--- src/rtl/alu_share_arbiter.sv ---
// Shares one combinational ALU between two valid/ready requesters with round-robin
// arbitration, registered ALU operands and a single id-tagged response channel.
module alu_share_arbiter #(
  parameter int WIDTH  = 32,
  parameter int CTRL_W = 4
) (
  input  logic              clk,
  input  logic              rst_n,
  input  logic              req0_valid,
  output logic              req0_ready,
  input  logic [WIDTH-1:0]  req0_a,
  input  logic [WIDTH-1:0]  req0_b,
  input  logic [CTRL_W-1:0] req0_ctrl,
  input  logic              req1_valid,
  output logic              req1_ready,
  input  logic [WIDTH-1:0]  req1_a,
  input  logic [WIDTH-1:0]  req1_b,
  input  logic [CTRL_W-1:0] req1_ctrl,
  output logic [WIDTH-1:0]  alu_a,
  output logic [WIDTH-1:0]  alu_b,
  output logic [CTRL_W-1:0] alu_ctrl,
  input  logic [WIDTH-1:0]  alu_out,
  input  logic              alu_zero,
  output logic              rsp_valid,
  input  logic              rsp_ready,
  output logic [WIDTH-1:0]  rsp_out,
  output logic              rsp_zero,
  output logic              rsp_id,
  output logic              busy
);

  // state | meaning
  // IDLE  | arbitrating, may accept one request
  // EXEC  | ALU evaluating the registered operands
  // RESP  | result held on the response channel until taken
  typedef enum logic [1:0] {IDLE, EXEC, RESP} state_t;

  state_t              state_q, state_d;
  logic [WIDTH-1:0]    alu_a_q, alu_a_d;
  logic [WIDTH-1:0]    alu_b_q, alu_b_d;
  logic [CTRL_W-1:0]   alu_ctrl_q, alu_ctrl_d;
  logic                rsp_valid_q, rsp_valid_d;
  logic [WIDTH-1:0]    rsp_out_q, rsp_out_d;
  logic                rsp_zero_q, rsp_zero_d;
  logic                rsp_id_q, rsp_id_d;
  logic                last_q, last_d;
  logic                grant;
  logic                idle;
  logic                accept;

  // With both requesting, the one not served last wins; otherwise the lone requester.
  always_comb begin
    grant = (req0_valid && req1_valid) ? ~last_q : req1_valid;
  end

  assign idle       = (state_q == IDLE);
  assign req0_ready = idle && rst_n && req0_valid && !grant;
  assign req1_ready = idle && rst_n && req1_valid && grant;
  assign accept     = req0_ready || req1_ready;

  always_comb begin
    state_d     = state_q;
    alu_a_d     = alu_a_q;
    alu_b_d     = alu_b_q;
    alu_ctrl_d  = alu_ctrl_q;
    rsp_valid_d = rsp_valid_q;
    rsp_out_d   = rsp_out_q;
    rsp_zero_d  = rsp_zero_q;
    rsp_id_d    = rsp_id_q;
    last_d      = last_q;
    case (state_q)
      IDLE: begin
        if (accept) begin
          alu_a_d    = grant ? req1_a : req0_a;
          alu_b_d    = grant ? req1_b : req0_b;
          alu_ctrl_d = grant ? req1_ctrl : req0_ctrl;
          rsp_id_d   = grant;
          last_d     = grant;
          state_d    = EXEC;
        end
      end
      EXEC: begin
        rsp_out_d   = alu_out;
        rsp_zero_d  = alu_zero;
        rsp_valid_d = 1'b1;
        state_d     = RESP;
      end
      RESP: begin
        if (rsp_ready) begin
          rsp_valid_d = 1'b0;
          state_d     = IDLE;
        end
      end
      default: state_d = IDLE;
    endcase
  end

  // Pointer resets to "req1 served last" so req0 wins the first contested grant.
  always_ff @(posedge clk or negedge rst_n) begin
    if (!rst_n) begin
      state_q     <= IDLE;
      alu_a_q     <= '0;
      alu_b_q     <= '0;
      alu_ctrl_q  <= '0;
      rsp_valid_q <= 1'b0;
      rsp_out_q   <= '0;
      rsp_zero_q  <= 1'b0;
      rsp_id_q    <= 1'b0;
      last_q      <= 1'b1;
    end else begin
      state_q     <= state_d;
      alu_a_q     <= alu_a_d;
      alu_b_q     <= alu_b_d;
      alu_ctrl_q  <= alu_ctrl_d;
      rsp_valid_q <= rsp_valid_d;
      rsp_out_q   <= rsp_out_d;
      rsp_zero_q  <= rsp_zero_d;
      rsp_id_q    <= rsp_id_d;
      last_q      <= last_d;
    end
  end

  assign alu_a     = alu_a_q;
  assign alu_b     = alu_b_q;
  assign alu_ctrl  = alu_ctrl_q;
  assign rsp_valid = rsp_valid_q;
  assign rsp_out   = rsp_out_q;
  assign rsp_zero  = rsp_zero_q;
  assign rsp_id    = rsp_id_q;
  assign busy      = !idle;

endmodule
--- config.mk ---
export PLATFORM = sky130hd
export DESIGN_NAME = alu_share_arbiter
export DESIGN_NICKNAME = d
export VERILOG_FILES = /design/src/rtl/alu_share_arbiter.sv
export SDC_FILE = /design/constraint.sdc
export NUM_CORES = 1
export LEC_CHECK = 0
export CAP_MARGIN = 20
export CORE_AREA = 10 10 101 103
export CTS_CLUSTER_DIAMETER = 150
export DETAILED_ROUTE_END_ITERATION = 7
export DIE_AREA = 0 0 111 113
export DONT_BUFFER_PORTS = 1
export HOLD_SLACK_MARGIN = 0.06
export PLACE_DENSITY_LB_ADDON = 0.1
export SKIP_LAST_GASP = 1
export SYNTH_ARGS = -nofsm -noshare
export SYNTH_HDL_FRONTEND = slang
export SYNTH_SLANG_ARGS = --single-unit
export TNS_END_PERCENT = 100
--- constraint.sdc ---
create_clock -name clk -period 1.5 [get_ports clk]
set_input_delay 0.3 -clock clk [delete_from_list [all_inputs] [get_ports clk]]
set_output_delay 0.3 -clock clk [all_outputs]
set_load 0.05 [all_outputs]
== After elaboration in Yosys (flattened, before gate mapping) ==
Index checks and enable logic that the tools add are counted.
Operators by class
  add/subtract/negate cells: 0
  multiplexer cells: 9
  eq/ne operators: 4
  $mul: 0
  reductions and logical operators: 14
  div/mod/pow operators: 0
  bitwise operators: 1
  shift-type cells: 0
  order comparisons: 0
Operator list (number)
  two-way mux 32 bit: 2
  logical AND 1 bit: 6
  one-hot mux 2 bit (3 select lines): 1
  AND reduction 2 bit: 3
  two-way mux 2 bit: 2
  two-way mux 4 bit: 1
  equality test 2 x 1 -> 1 bit, second input constant: 1
  equality test 2 bit, second input constant: 1
  zero test 1 bit: 2
  zero test 2 bit: 1
  two-way mux 1 bit: 2
  != test 2 x 1 -> 1 bit, second input constant: 1
  != test 2 bit, second input constant: 1
  one-hot mux 1 bit (2 select lines): 1
  nonzero test 2 bit: 1
  logical OR 1 bit: 1
  inverter 1 bit: 1
Word-level totals
  memories kept: 0
  bits in registers: 106
  bits in writable memories: 0
  memory bits (read-only): 0
  bits in latches: 0

== Depth between registers and ports, before layout ==
  depth after elaboration: 7
  gate-level depth with buffers: 6

== Least setup slack after synthesis ==
No wires, ideal clock.
  path kind: register to output
  start: register state_q[1]
  end: output req0_ready
  cell stages (with the launch flop): 5
  slack: -0.349 ns
  arrival time: 1.549 ns
  cells stage by stage: dfrtp_1 > nand4bb_1 > buf_6 > buf_6 > nor2_1
Between the ends
  word-level cells in the longest chain between the ends: 4
RTL lines
  start: declaration: RTL line 38  | state_t state_q, state_d;
  start signal: assignment: RTL line 111  | state_q <= state_d;
  zero test 2 bit: RTL line 56  | assign idle = (state_q == IDLE);
  logical AND 1 bit (3 in a row): RTL line 57  | assign req0_ready = idle && rst_n && req0_valid && !grant;
  end: declaration: RTL line 10  | output logic req0_ready,
Every way passes these cells.

== Final worst setup path ==
Same ends and word-level chain as after synthesis.

==> flow_summary.json <==
{
  "slew_viol_final": 0,
  "setup_viol": 71,
  "cp_slowest_cell": "dfrtp_1",
  "ant_nets": 0,
  "switching_share_pct": 55.9,
  "syn2layout_area_growth_pct": 16.3,
  "criticalPathCategory": "reg -> out",
  "p_per_area_mw_per_mm2": 2730,
  "crit_path_frequent_cell": "buf_12",
  "drv_cap": 0,
  "final_common_cell": "dfrtp_1",
  "rows": 33,
  "path_buf_inv": 2,
  "port_buffers": 0,
  "fmax_ghz": 0.580,
  "reg2reg_depth": 5,
  "clock-root-buffer": "clkbuf_8",
  "first_pass_iters": 4,
  "relSlewSlack_pct": 62.8,
  "insertion_delay_ps": 360,
  "cp_max_fo": 3,
  "clock_path_buffers": 2,
  "die_h_um": 113,
  "fin_crit_sh_pct": 115,
  "ir_drop_v": 0.00147,
  "gp_congestion": 0.769,
  "rrSetupSlack_ps": -200,
  "run_status": "finished with violations",
  "place_ws_ps": -314,
  "end_kind": "output port",
  "synth-seq-cells": 106,
  "htree_levels": 3,
  "setup_slack_ps": -225,
  "dieArea_mm2": 0.0125,
  "fp.dieW_um": 111,
  "seq_area_frac_synth_pct": 58.5,
  "nets": 527,
  "postSynthCellCount": 328,
  "period_needed_ps": 1720,
  "cts_tree": "done",
  "crit_family": "flip-flops",
  "fillCellCount": 610,
  "grtUsageTotal_pct": 22.4,
  "routed-via-count": 3154,
  "hp-class": "in -> async",
  "antenna_cells": 0,
  "synth.cell_area_mm2": 0.00453,
  "yosys_warnings": 0,
  "grt-ovfl-total": 0,
  "clock_power_share_pct": 11.6,
  "p_sw_mw": 8.05,
  "hold_viol": 106,
  "grt_pass1_vias": 3384,
  "worstPathCellList": "nand4bb_4 > buf_12 > nor2_4 > buf_12",
  "fin_area_mm2": 0.00527,
  "rsz0062_at_grt": "true",
  "wirelength_um": 15100,
  "critPathLaunchType": "flop",
  "drive_above_1_share_pct": 38.5,
  "numCtsBuffers": 9,
  "hold_ws_ps": -383,
  "drcViolationCount": 0,
  "max_stage_delay_ps": 420,
  "initial_utilization_pct": 55.7,
  "path_clk_slew_ps": 110,
  "r2r-end": "alu_a[7]$_DFFE_PN0P_",
  "core_mm2": 0.00813,
  "hpwl_um": 10500,
  "power.internal_mw": 6.35,
  "violations": "negative hold slack, negative setup slack",
  "skew_ps": 9.66,
  "avgSynthCellArea_um2": 13.8,
  "boundaryPins": 280,
  "r2r-start": "state_q[1]$_DFFE_PN0P_",
  "sequentialPowerShare_pct": 70.2,
  "dpl_cell_area_mm2": 0.00465,
  "synth_nets": 502,
  "worstMarginPinSlew_ps": 558,
  "final_cell_mix": "105 x dfrtp_1, 68 x o221a_2, 67 x or3_1",
  "clock_sinks": 106,
  "combinationalPowerShare_pct": 18.2,
  "cp.required_ps": 1200,
  "drtIter0Drc": 208,
  "vias_per_cell": 6.81,
  "setup_tns_ps": -8380,
  "grt_max_degree": 111,
  "wire_per_inst_um": 32.7,
  "antenna_found_initial": 0,
  "power.leakage_nw": 2.04,
  "grt_pass1_wl_um": 21900,
  "synth.distinct_cells": 22,
  "crit_arrival_ps": 1420
}
state kept, by name, indices dropped and copies added (netlist names):
name,count
state_q,2
rsp_zero,1
alu_a,32
rsp_id,1
rsp_valid,1
alu_ctrl,4
last_q,1
rsp_out,32
alu_b,32
worst reg2reg max path, stage by stage (launching register included):
cell       delay (ps)
dfrtp_1           420
nand4bb_4         260
buf_4             180
bufbuf_16         280
or3_1             350
o221a_2           120
cell type report:
type,count,area (um^2),share of cell area [%]
Sequential cell,106,2650,50.3
Multi-Input combinational cell,188,1750,33.2
Timing Repair Buffer,45,538,10.2
Clock buffer,10,138,2.61
Tap cell,105,131,2.49
Clock inverter,6,47.5,0.902
Inverter,3,13.8,0.261
per-layer routing:
layer	vias to the layer above	track usage (%)	wire (um)	share of wire, %
met5	-	0	0	0
met4	0	7.64	275	1.8
met3	20	9.93	1670	11
met2	189	39.6	7910	52
met1	1612	23.3	5270	35
li1	1333	-	-	-
synthesized netlist by cell type:
| library cell | count | area [um^2] |
|---|---|---|
| or3_1 | 68 | 425 |
| mux2_1 | 19 | 214 |
| nand2_1 | 4 | 15.0 |
| nand4bb_1 | 1 | 11.3 |
| mux2_2 | 14 | 158 |
| nor2_1 | 1 | 3.75 |
| a32o_1 | 1 | 10.0 |
| nand4_1 | 1 | 6.26 |
| buf_4 | 2 | 15.0 |
| or2_1 | 1 | 6.26 |
| buf_6 | 8 | 90.1 |
| nor2_2 | 1 | 6.26 |
| clkbuf_1 | 14 | 52.6 |
| inv_1 | 3 | 11.3 |
| o221a_2 | 68 | 766 |
| a21oi_1 | 2 | 10.0 |
| nor3b_1 | 1 | 7.51 |
| buf_2 | 10 | 50.1 |
| o211a_1 | 1 | 10.0 |
| dfrtp_1 | 105 | 2630 |
| dfstp_2 | 1 | 26.3 |
| nor2b_1 | 2 | 12.5 |
repair_timing:
item	4_1_cts	5_1_grt
gates resized for setup	17	7
endpoints found under the setup margin	72	87
pin swaps	5	3
cloned	3	2
setup buffers	9	1
endpoints found under the hold margin	124	107
hold buffers	18	1
per-stage QoR:
| step | hold WS, ps | utilization, % | power (mW) | std cells |
|---|---|---|---|---|
| final | -383 | 64.8 | 14.4 | 463 |
| after global routing | -410 | 64.8 | 14.9 | 463 |
| after CTS | -401 | 63.9 | 14.4 | 460 |
| after detailed placement | 9.26 | 57.2 | 12.5 | 415 |
| after global placement | 8.04 | 57.2 | 12.4 | 415 |
| after floorplan | 4.41 | - | 11.5 | 328 |
kinds of logic (layout without fill, tap and decap cells):
family          count (synthesis)  after routing  share of synthesized area, %
compound gates                 72             72                          17.5
buf+inv                        37             64                          4.83
flops                         106            106                          58.5
mux                            33             33                          8.20
simple gates                   80             83                          10.9
power groups by stage:
stage	clock network, mW	registers [mW]	logic [mW]
finish	1.67	10.1	2.63
floorplan	0	9.64	1.90
CTS	1.70	10.2	2.56
global placement	0	10.2	2.17
global route	1.80	10.3	2.85
detailed placement	0	10.2	2.28
how the worst max path moves through the flow:
| stage | from | endpoint | slack [ps] | cells after the start |
|---|---|---|---|---|
| after floorplan | state_q[0]$_DFFE_PN0P_ | req1_ready | 20 | 4 |
| after detailed placement | last_q$_DFFE_PN1P_ | req0_ready | -310 | 3 |
| final | state_q[1]$_DFFE_PN0P_ | req0_ready | -220 | 4 |
| after global placement | last_q$_DFFE_PN1P_ | req0_ready | -300 | 3 |
| after CTS | state_q[0]$_DFFE_PN0P_ | req0_ready | -240 | 4 |
| after global routing | state_q[0]$_DFFE_PN0P_ | req1_ready | -270 | 5 |
Note: power is estimated with default switching activity, not from simulation.
